## config.mk

```make
export PLATFORM = sky130hd
export DESIGN_NAME = lsu_mem_port_flat
export DESIGN_NICKNAME = d
export VERILOG_FILES = /design/src/rtl/lsu_mem_port_if.sv /design/src/rtl/lsu_mem_port.sv /design/src/flat_wrapper.sv
export SDC_FILE = /design/constraint.sdc
export NUM_CORES = 1
export LEC_CHECK = 0
export CAP_MARGIN = 20
export CELL_PAD_IN_SITES_DETAIL_PLACEMENT = 1
export CELL_PAD_IN_SITES_GLOBAL_PLACEMENT = 1
export CORE_MARGIN = 4
export CORE_UTILIZATION = 29
export DETAILED_ROUTE_END_ITERATION = 10
export PLACE_DENSITY_LB_ADDON = 0.25
export SYNTH_ARGS = -nofsm -noshare
export SYNTH_HDL_FRONTEND = slang
export SYNTH_SLANG_ARGS = --single-unit
```

## constraint.sdc

```tcl
create_clock -name clock -period 1.81 [get_ports clock]
set_input_delay 0.4525 -clock clock [delete_from_list [all_inputs] [get_ports clock]]
set_output_delay 0.4525 -clock clock [all_outputs]
set_load 0.02 [all_outputs]
```

## src/rtl/lsu_mem_port_if.sv

```systemverilog
// Request/response bundle between the MEM stage and the load/store port.
// The MEM stage is the master; lsu_mem_port is the slave.
interface lsu_mem_port_if #(
    parameter int DATA_WIDTH = 32,
    parameter int ADDR_WIDTH = 16
);
    logic                  req_valid;
    logic                  req_ready;
    logic                  req_we;
    logic [1:0]            req_size;
    logic                  req_unsigned;
    logic [ADDR_WIDTH-1:0] req_addr;
    logic [DATA_WIDTH-1:0] req_wdata;
    logic                  rsp_valid;
    logic [DATA_WIDTH-1:0] rsp_rdata;
    logic                  rsp_err;

    modport master (
        output req_valid, req_we, req_size, req_unsigned, req_addr, req_wdata,
        input  req_ready, rsp_valid, rsp_rdata, rsp_err
    );

    modport slave (
        input  req_valid, req_we, req_size, req_unsigned, req_addr, req_wdata,
        output req_ready, rsp_valid, rsp_rdata, rsp_err
    );
endinterface

```

## src/rtl/lsu_mem_port.sv

```systemverilog
// Load/store initiator for the data port of a dual-port ram.
// One request at a time: loads are lane-extracted and sign/zero extended,
// sub-word stores are done as read-modify-write because the ram has only a
// word-wide write enable. Only DATA_WIDTH = 32 is supported.
module lsu_mem_port #(
    parameter int DATA_WIDTH = 32,
    parameter int ADDR_WIDTH = 16
) (
    input  logic                  clock,
    input  logic                  reset,
    lsu_mem_port_if.slave         bus,
    output logic                  wEn,
    output logic [ADDR_WIDTH-1:0] d_address,
    output logic [DATA_WIDTH-1:0] d_write_data,
    input  logic [DATA_WIDTH-1:0] d_read_data
);

    typedef enum logic [2:0] {
        ST_IDLE,
        ST_LOAD,
        ST_WRITE,
        ST_RMW_RD,
        ST_RMW_WR,
        ST_RESP
    } state_e;

    localparam logic [1:0] SZ_BYTE = 2'b00;
    localparam logic [1:0] SZ_HALF = 2'b01;
    localparam logic [1:0] SZ_WORD = 2'b10;

    state_e                state_q, state_d;
    logic                  we_q, we_d;
    logic [1:0]            size_q, size_d;
    logic                  uns_q, uns_d;
    logic [ADDR_WIDTH-1:0] addr_q, addr_d;
    logic [DATA_WIDTH-1:0] wdata_q, wdata_d;
    logic                  err_q, err_d;
    // Holds the extracted load result, or the old word during read-modify-write.
    logic [DATA_WIDTH-1:0] data_q, data_d;

    logic [ADDR_WIDTH-1:0] word_addr;

    // Illegal size or an address not aligned to the access size.
    function automatic logic misaligned(input logic [1:0] size, input logic [1:0] lo);
        case (size)
            SZ_BYTE: misaligned = 1'b0;
            SZ_HALF: misaligned = lo[0];
            SZ_WORD: misaligned = |lo;
            default: misaligned = 1'b1;
        endcase
    endfunction

    // Little-endian lane extraction followed by sign or zero extension.
    function automatic logic [DATA_WIDTH-1:0] extract(input logic [DATA_WIDTH-1:0] word,
                                                      input logic [1:0] size,
                                                      input logic uns,
                                                      input logic [1:0] lane);
        logic [DATA_WIDTH-1:0] sh;
        sh = word >> {lane, 3'b000};
        case (size)
            SZ_BYTE: extract = uns ? {24'h0, sh[7:0]} : {{24{sh[7]}}, sh[7:0]};
            SZ_HALF: extract = uns ? {16'h0, sh[15:0]} : {{16{sh[15]}}, sh[15:0]};
            default: extract = word;
        endcase
    endfunction

    // Replace the addressed byte or half of the old word with the store data.
    function automatic logic [DATA_WIDTH-1:0] merge(input logic [DATA_WIDTH-1:0] old_word,
                                                    input logic [DATA_WIDTH-1:0] wdata,
                                                    input logic [1:0] size,
                                                    input logic [1:0] lane);
        logic [DATA_WIDTH-1:0] mask;
        logic [DATA_WIDTH-1:0] ins;
        if (size == SZ_BYTE) begin
            mask = 32'h0000_00FF << {lane, 3'b000};
            ins  = {24'h0, wdata[7:0]} << {lane, 3'b000};
        end else begin
            mask = 32'h0000_FFFF << {lane, 3'b000};
            ins  = {16'h0, wdata[15:0]} << {lane, 3'b000};
        end
        merge = (old_word & ~mask) | ins;
    endfunction

    assign word_addr = {addr_q[ADDR_WIDTH-1:2], 2'b00};

    // State and request latches; synchronous active-low reset.
    always_ff @(posedge clock) begin
        // NOTE: registers take non-blocking assignments so every flop samples
        // the pre-edge values, independent of statement order.
        if (!reset) begin
            state_q <= ST_IDLE;
            we_q    <= 1'b0;
            size_q  <= 2'b00;
            uns_q   <= 1'b0;
            addr_q  <= '0;
            wdata_q <= '0;
            err_q   <= 1'b0;
            data_q  <= '0;
        end else begin
            state_q <= state_d;
            we_q    <= we_d;
            size_q  <= size_d;
            uns_q   <= uns_d;
            addr_q  <= addr_d;
            wdata_q <= wdata_d;
            err_q   <= err_d;
            data_q  <= data_d;
        end
    end

    // Next-state logic, request capture, ram-side drive and response outputs.
    always_comb begin
        // NOTE: every signal written here gets a default first, so no path
        // through the case statement can leave one unassigned and infer a latch.
        state_d       = state_q;
        we_d          = we_q;
        size_d        = size_q;
        uns_d         = uns_q;
        addr_d        = addr_q;
        wdata_d       = wdata_q;
        err_d         = err_q;
        data_d        = data_q;
        bus.req_ready = 1'b0;
        bus.rsp_valid = 1'b0;
        bus.rsp_rdata = '0;
        bus.rsp_err   = 1'b0;
        wEn           = 1'b0;
        d_address     = '0;
        d_write_data  = '0;

        case (state_q)
            ST_IDLE: begin
                bus.req_ready = reset;
                if (bus.req_valid && bus.req_ready) begin
                    we_d    = bus.req_we;
                    size_d  = bus.req_size;
                    uns_d   = bus.req_unsigned;
                    addr_d  = bus.req_addr;
                    wdata_d = bus.req_wdata;
                    err_d   = misaligned(bus.req_size, bus.req_addr[1:0]);
                    data_d  = '0;
                    if (err_d)
                        state_d = ST_RESP;
                    else if (!bus.req_we)
                        state_d = ST_LOAD;
                    else if (bus.req_size == SZ_WORD)
                        state_d = ST_WRITE;
                    else
                        state_d = ST_RMW_RD;
                end
            end
            ST_LOAD: begin
                d_address = word_addr;
                data_d    = extract(d_read_data, size_q, uns_q, addr_q[1:0]);
                state_d   = ST_RESP;
            end
            ST_WRITE: begin
                wEn          = 1'b1;
                d_address    = word_addr;
                d_write_data = wdata_q;
                state_d      = ST_RESP;
            end
            ST_RMW_RD: begin
                d_address = word_addr;
                data_d    = d_read_data;
                state_d   = ST_RMW_WR;
            end
            ST_RMW_WR: begin
                wEn          = 1'b1;
                d_address    = word_addr;
                d_write_data = merge(data_q, wdata_q, size_q, addr_q[1:0]);
                state_d      = ST_RESP;
            end
            ST_RESP: begin
                bus.rsp_valid = 1'b1;
                bus.rsp_err   = err_q;
                bus.rsp_rdata = (we_q || err_q) ? '0 : data_q;
                state_d       = ST_IDLE;
            end
            default: begin
                state_d = ST_IDLE;
            end
        endcase
    end

endmodule

```

## src/flat_wrapper.sv

```systemverilog
// flat-port wrapper written by rule: the top's interface ports become plain ports
module lsu_mem_port_flat 
#(
    parameter int DATA_WIDTH = 32,
    parameter int ADDR_WIDTH = 16
)
  (clock, reset, wEn, d_address, d_write_data, d_read_data, bus_req_valid, bus_req_we, bus_req_size, bus_req_unsigned, bus_req_addr, bus_req_wdata, bus_req_ready, bus_rsp_valid, bus_rsp_rdata, bus_rsp_err);
  lsu_mem_port_if #(.DATA_WIDTH(DATA_WIDTH), .ADDR_WIDTH(ADDR_WIDTH)) bus_i ();
  input  logic clock;
  input  logic reset;
  output logic wEn;
  output logic [ADDR_WIDTH-1:0] d_address;
  output logic [DATA_WIDTH-1:0] d_write_data;
  input  logic [DATA_WIDTH-1:0] d_read_data;
  input wire logic [$bits(bus_i.req_valid)-1:0] bus_req_valid;
  input wire logic [$bits(bus_i.req_we)-1:0] bus_req_we;
  input wire logic [$bits(bus_i.req_size)-1:0] bus_req_size;
  input wire logic [$bits(bus_i.req_unsigned)-1:0] bus_req_unsigned;
  input wire logic [$bits(bus_i.req_addr)-1:0] bus_req_addr;
  input wire logic [$bits(bus_i.req_wdata)-1:0] bus_req_wdata;
  output wire logic [$bits(bus_i.req_ready)-1:0] bus_req_ready;
  output wire logic [$bits(bus_i.rsp_valid)-1:0] bus_rsp_valid;
  output wire logic [$bits(bus_i.rsp_rdata)-1:0] bus_rsp_rdata;
  output wire logic [$bits(bus_i.rsp_err)-1:0] bus_rsp_err;
  assign bus_i.req_valid = bus_req_valid;
  assign bus_i.req_we = bus_req_we;
  assign bus_i.req_size = bus_req_size;
  assign bus_i.req_unsigned = bus_req_unsigned;
  assign bus_i.req_addr = bus_req_addr;
  assign bus_i.req_wdata = bus_req_wdata;
  assign bus_req_ready = bus_i.req_ready;
  assign bus_rsp_valid = bus_i.rsp_valid;
  assign bus_rsp_rdata = bus_i.rsp_rdata;
  assign bus_rsp_err = bus_i.rsp_err;
  lsu_mem_port #(.DATA_WIDTH(DATA_WIDTH), .ADDR_WIDTH(ADDR_WIDTH)) u_core (.clock(clock), .reset(reset), .bus(bus_i), .wEn(wEn), .d_address(d_address), .d_write_data(d_write_data), .d_read_data(d_read_data));
endmodule
```

==> qor.csv <==
stage,metric,value,unit
detailed_routing,drt drc,0,
setup_path,critical path data arrival time,1860,ps
clock_network,CTS tree,built,
clock_network,Num CTS Buffers,9,
sta,Final Cycle Share,128,%
global_routing,all-layer global routing usage,24.4,%
place,Buffers on Ports,168,
clock_network,cts hold-fix bufs,0,
detailed_routing,DRT iter0 DRCs,400,
power,Peak VDD IR,526,µV
final_layout,design area,8970,µm²
power,Leak,3.72,nW
clock_network,CTS sink cnt,88,
detailed_routing,vias,5986,
sta,Final Max Tran Viols,0,
yosys,Synth cell types,53,
yosys,YS warnings,0,
sta,hold_ws,452,ps
sta,Final Hold Viols,0,
sta,RSZ-0062 raised after global routing,true,
global_routing,initial antenna violation count,0,
clock_network,CTS clock-pin slew for the worst setup and hold paths,60,ps
final_layout,"commonest non-fill, non-tap cell in the layout",nand2_1,
setup_path,critical path class,flip-flop to output port,
hold_path,hold crit path type,flip-flop to flip-flop,
yosys,share of the synthesized area in the top cell type,35.7,%
setup_path,CP endpoint kind,output port,
global_routing,total grt overflow,0,
yosys,asr flop ratio synth,0,%
setup_path,Startpoint Class,flip-flop,
die,Initial Util,29.6,%
detailed_routing,DR vias/cell,5.41,
final_layout,Area growth syn-to-layout,81.9,%
sta,Peak Freq,433,MHz
yosys,synth top area cells,"dfxtp_1 36%, nand2_1 11%, and2_1 7.2%",
yosys,Syn Inst Count,631,
final_layout,final net count,969,
power,post-layout power,6.66,mW
clock_network,Clock Path Buffers,2,
setup_path,CP Max Fanout,14,
final_layout,Antenna Cells,0,
clock_network,clk_lat worst skew,350,ps
place,Setup WS pre-CTS,-676,ps
yosys,register area share after synthesis,35.7,%
yosys,XOR/XNOR Fraction of Synth Area,0,%
detailed_routing,ANT nets after route,0,
yosys,top_reg_cell synth,dfxtp_1,
yosys,"EDFF count, synth",0,
detailed_routing,DR WL/cell,23.4,µm
final_layout,FILL cells,1846,
die,core box area,16600,µm²
yosys,post-synthesis mux area share,2.18,%
detailed_routing,TritonRoute pass-1 iters,5,
power,P per Cell Area,742,nW/µm²
yosys,Synth Area in Compound Gates,26.2,%
sta,post-layout min period,2310,ps
yosys,Post-Synth Simple-Gate Area,29.2,%
yosys,Avg Synthesized Cell Area,7.82,µm²
place,Placer Congestion,0.936,
detailed_routing,Final Routed Wirelength,25900,µm
global_routing,largest net degree at the start of global routing,52,
clock_network,H-tree Lvls,3,
setup_path,worst path required time,1360,ps
die,Die ar.,19200,µm²
yosys,largest family of logic cells by synthesized area,simple AND/OR/NAND/NOR gates,
final_layout,most frequent cells in the layout,"139 x nand2_1, 99 x buf_4, 84 x clkdlybuf4s50_1, 81 x dfxtp_1, 76 x buf_6",
sta,Worst Skew,9.36,ps
die,DIE HEIGHT,138,µm
final_layout,layout cells sized above 1,41.4,%
yosys,area of the mapped netlist,4930,µm²
global_routing,global-route wire length before repair,36800,µm
sta,Final WS setup,-501,ps
die,die width,138,µm
place,Placed Area,7660,µm²
die,Rows,47,
clock_network,Root Buffer Master,clkbuf_16,
outcome,violated checks,setup timing,
yosys,adder-cell share of the synthesized area,0,%
yosys,post-synthesis register bit count,88,
place,Post-DP HPWL,16800,µm
global_routing,vias in the first global route,6248,
yosys,biggest area consumer among synthesized cells,dfxtp_1,
sta,Final setup viols,90,
run,max-cap viol count,0,
die,# IOs,171,
outcome,status,"finished, violations left",
==> report_power, final <==
group / switching, mW / internal [mW] / total (mW)
Clock: 0.834 / 1.19 / 2.03
Sequential: 0.176 / 2.11 / 2.29
Combinational: 1.18 / 1.16 / 2.34
==> cell usage after synthesis (3+ instances only) <==
cell and count:
nand2_1 139, dfxtp_1 88, and2_1 57, o21ai_0 52, nand3_1 34, a221oi_1 24, a22oi_1 22, a22o_1 20
clkbuf_1 19, buf_2 18, a21oi_1 17, o21bai_1 16, nand2b_1 11, buf_4 10, nor2_1 10, a21o_1 9
inv_1 9, nor2b_1 9, o31ai_1 8, mux2_2 6, mux2i_1 4, nor3_1 4, nor3b_2 4, buf_1 3
buf_6 3, o21ai_1 3
==> timing repair <==
action,4_1_cts,5_1_grt
setup buffers,14,9
pin swaps,26,23
endpoints found under the hold margin,0,0
setup endpoints to repair,107,110
resized for setup,492,93
gates cloned,3,3
==> layout make-up <==
cell class	instances	area, µm²	area share [%]
Inverter	9	33.8	0.377
Sequential cell	88	1780	19.8
Clock buffer	13	270	3.01
Timing Repair Buffer	294	3000	33.4
Tap cell	220	275	3.07
Clock inverter	3	47.5	0.530
Multi-Input combinational cell	480	3570	39.8
==> layer usage <==
layer  part of all wire [%]  track usage [%]  up-vias
li1                       -                -     2718
met5                      0                0        -
met2                     49             42.4      277
met3                    6.3             4.80       82
met1                     40             29.2     2909
met4                    4.4             10.7        0
==> flip-flops by register name, summed over array words and instances (netlist names) <==
name and count:
u_core.addr_q 16, u_core.data_q 32, u_core.err_q 1, u_core.size_q 2
u_core.state_q 3, u_core.uns_q 1, u_core.wdata_q 32, u_core.we_q 1
==> through the flow <==
step / cells / TNS (ps) / utilization (%)
5_1_grt: 1107 / -37770 / 53.9
2_1_floorplan: 632 / -1790 / -
6_report: 1107 / -32180 / 53.9
3_3_place_gp: 1067 / -45440 / 46.1
4_1_cts: 1099 / -33840 / 51.8
3_5_place_dp: 1067 / -50210 / 46.1
==> final timing paths <==
path	start	depth (start not counted)	slack, ps	endpoint
worst max register to register	u_core.state_q[1]$_SDFFE_PN0P_	8	-80	u_core.data_q[13]$_SDFFE_PN0P_
worst max-delay path	u_core.addr_q[0]$_SDFFE_PN0P_	8	-500	d_write_data[25]
worst min-delay path	u_core.addr_q[14]$_SDFFE_PN0P_	2	450	u_core.addr_q[14]$_SDFFE_PN0P_
worst min register to register	u_core.addr_q[14]$_SDFFE_PN0P_	2	450	u_core.addr_q[14]$_SDFFE_PN0P_
==> worst max-delay path: stages (launching register included) <==
cell	delay (ps)
dfxtp_4	380
buf_12	170
buf_12	130
nand2b_4	70
o31ai_4	80
buf_6	140
a221oi_2	260
a21o_1	140
buf_6	120
==> kinds of logic (layout without fill, tap and decap cells) <==
group / Yosys count / in the layout
other cells: 1 / 2
flops: 88 / 88
simple gates: 285 / 285
buf+inv: 64 / 319
compound gates: 183 / 183
mux: 10 / 10
Power figures use the tool's default switching activity.
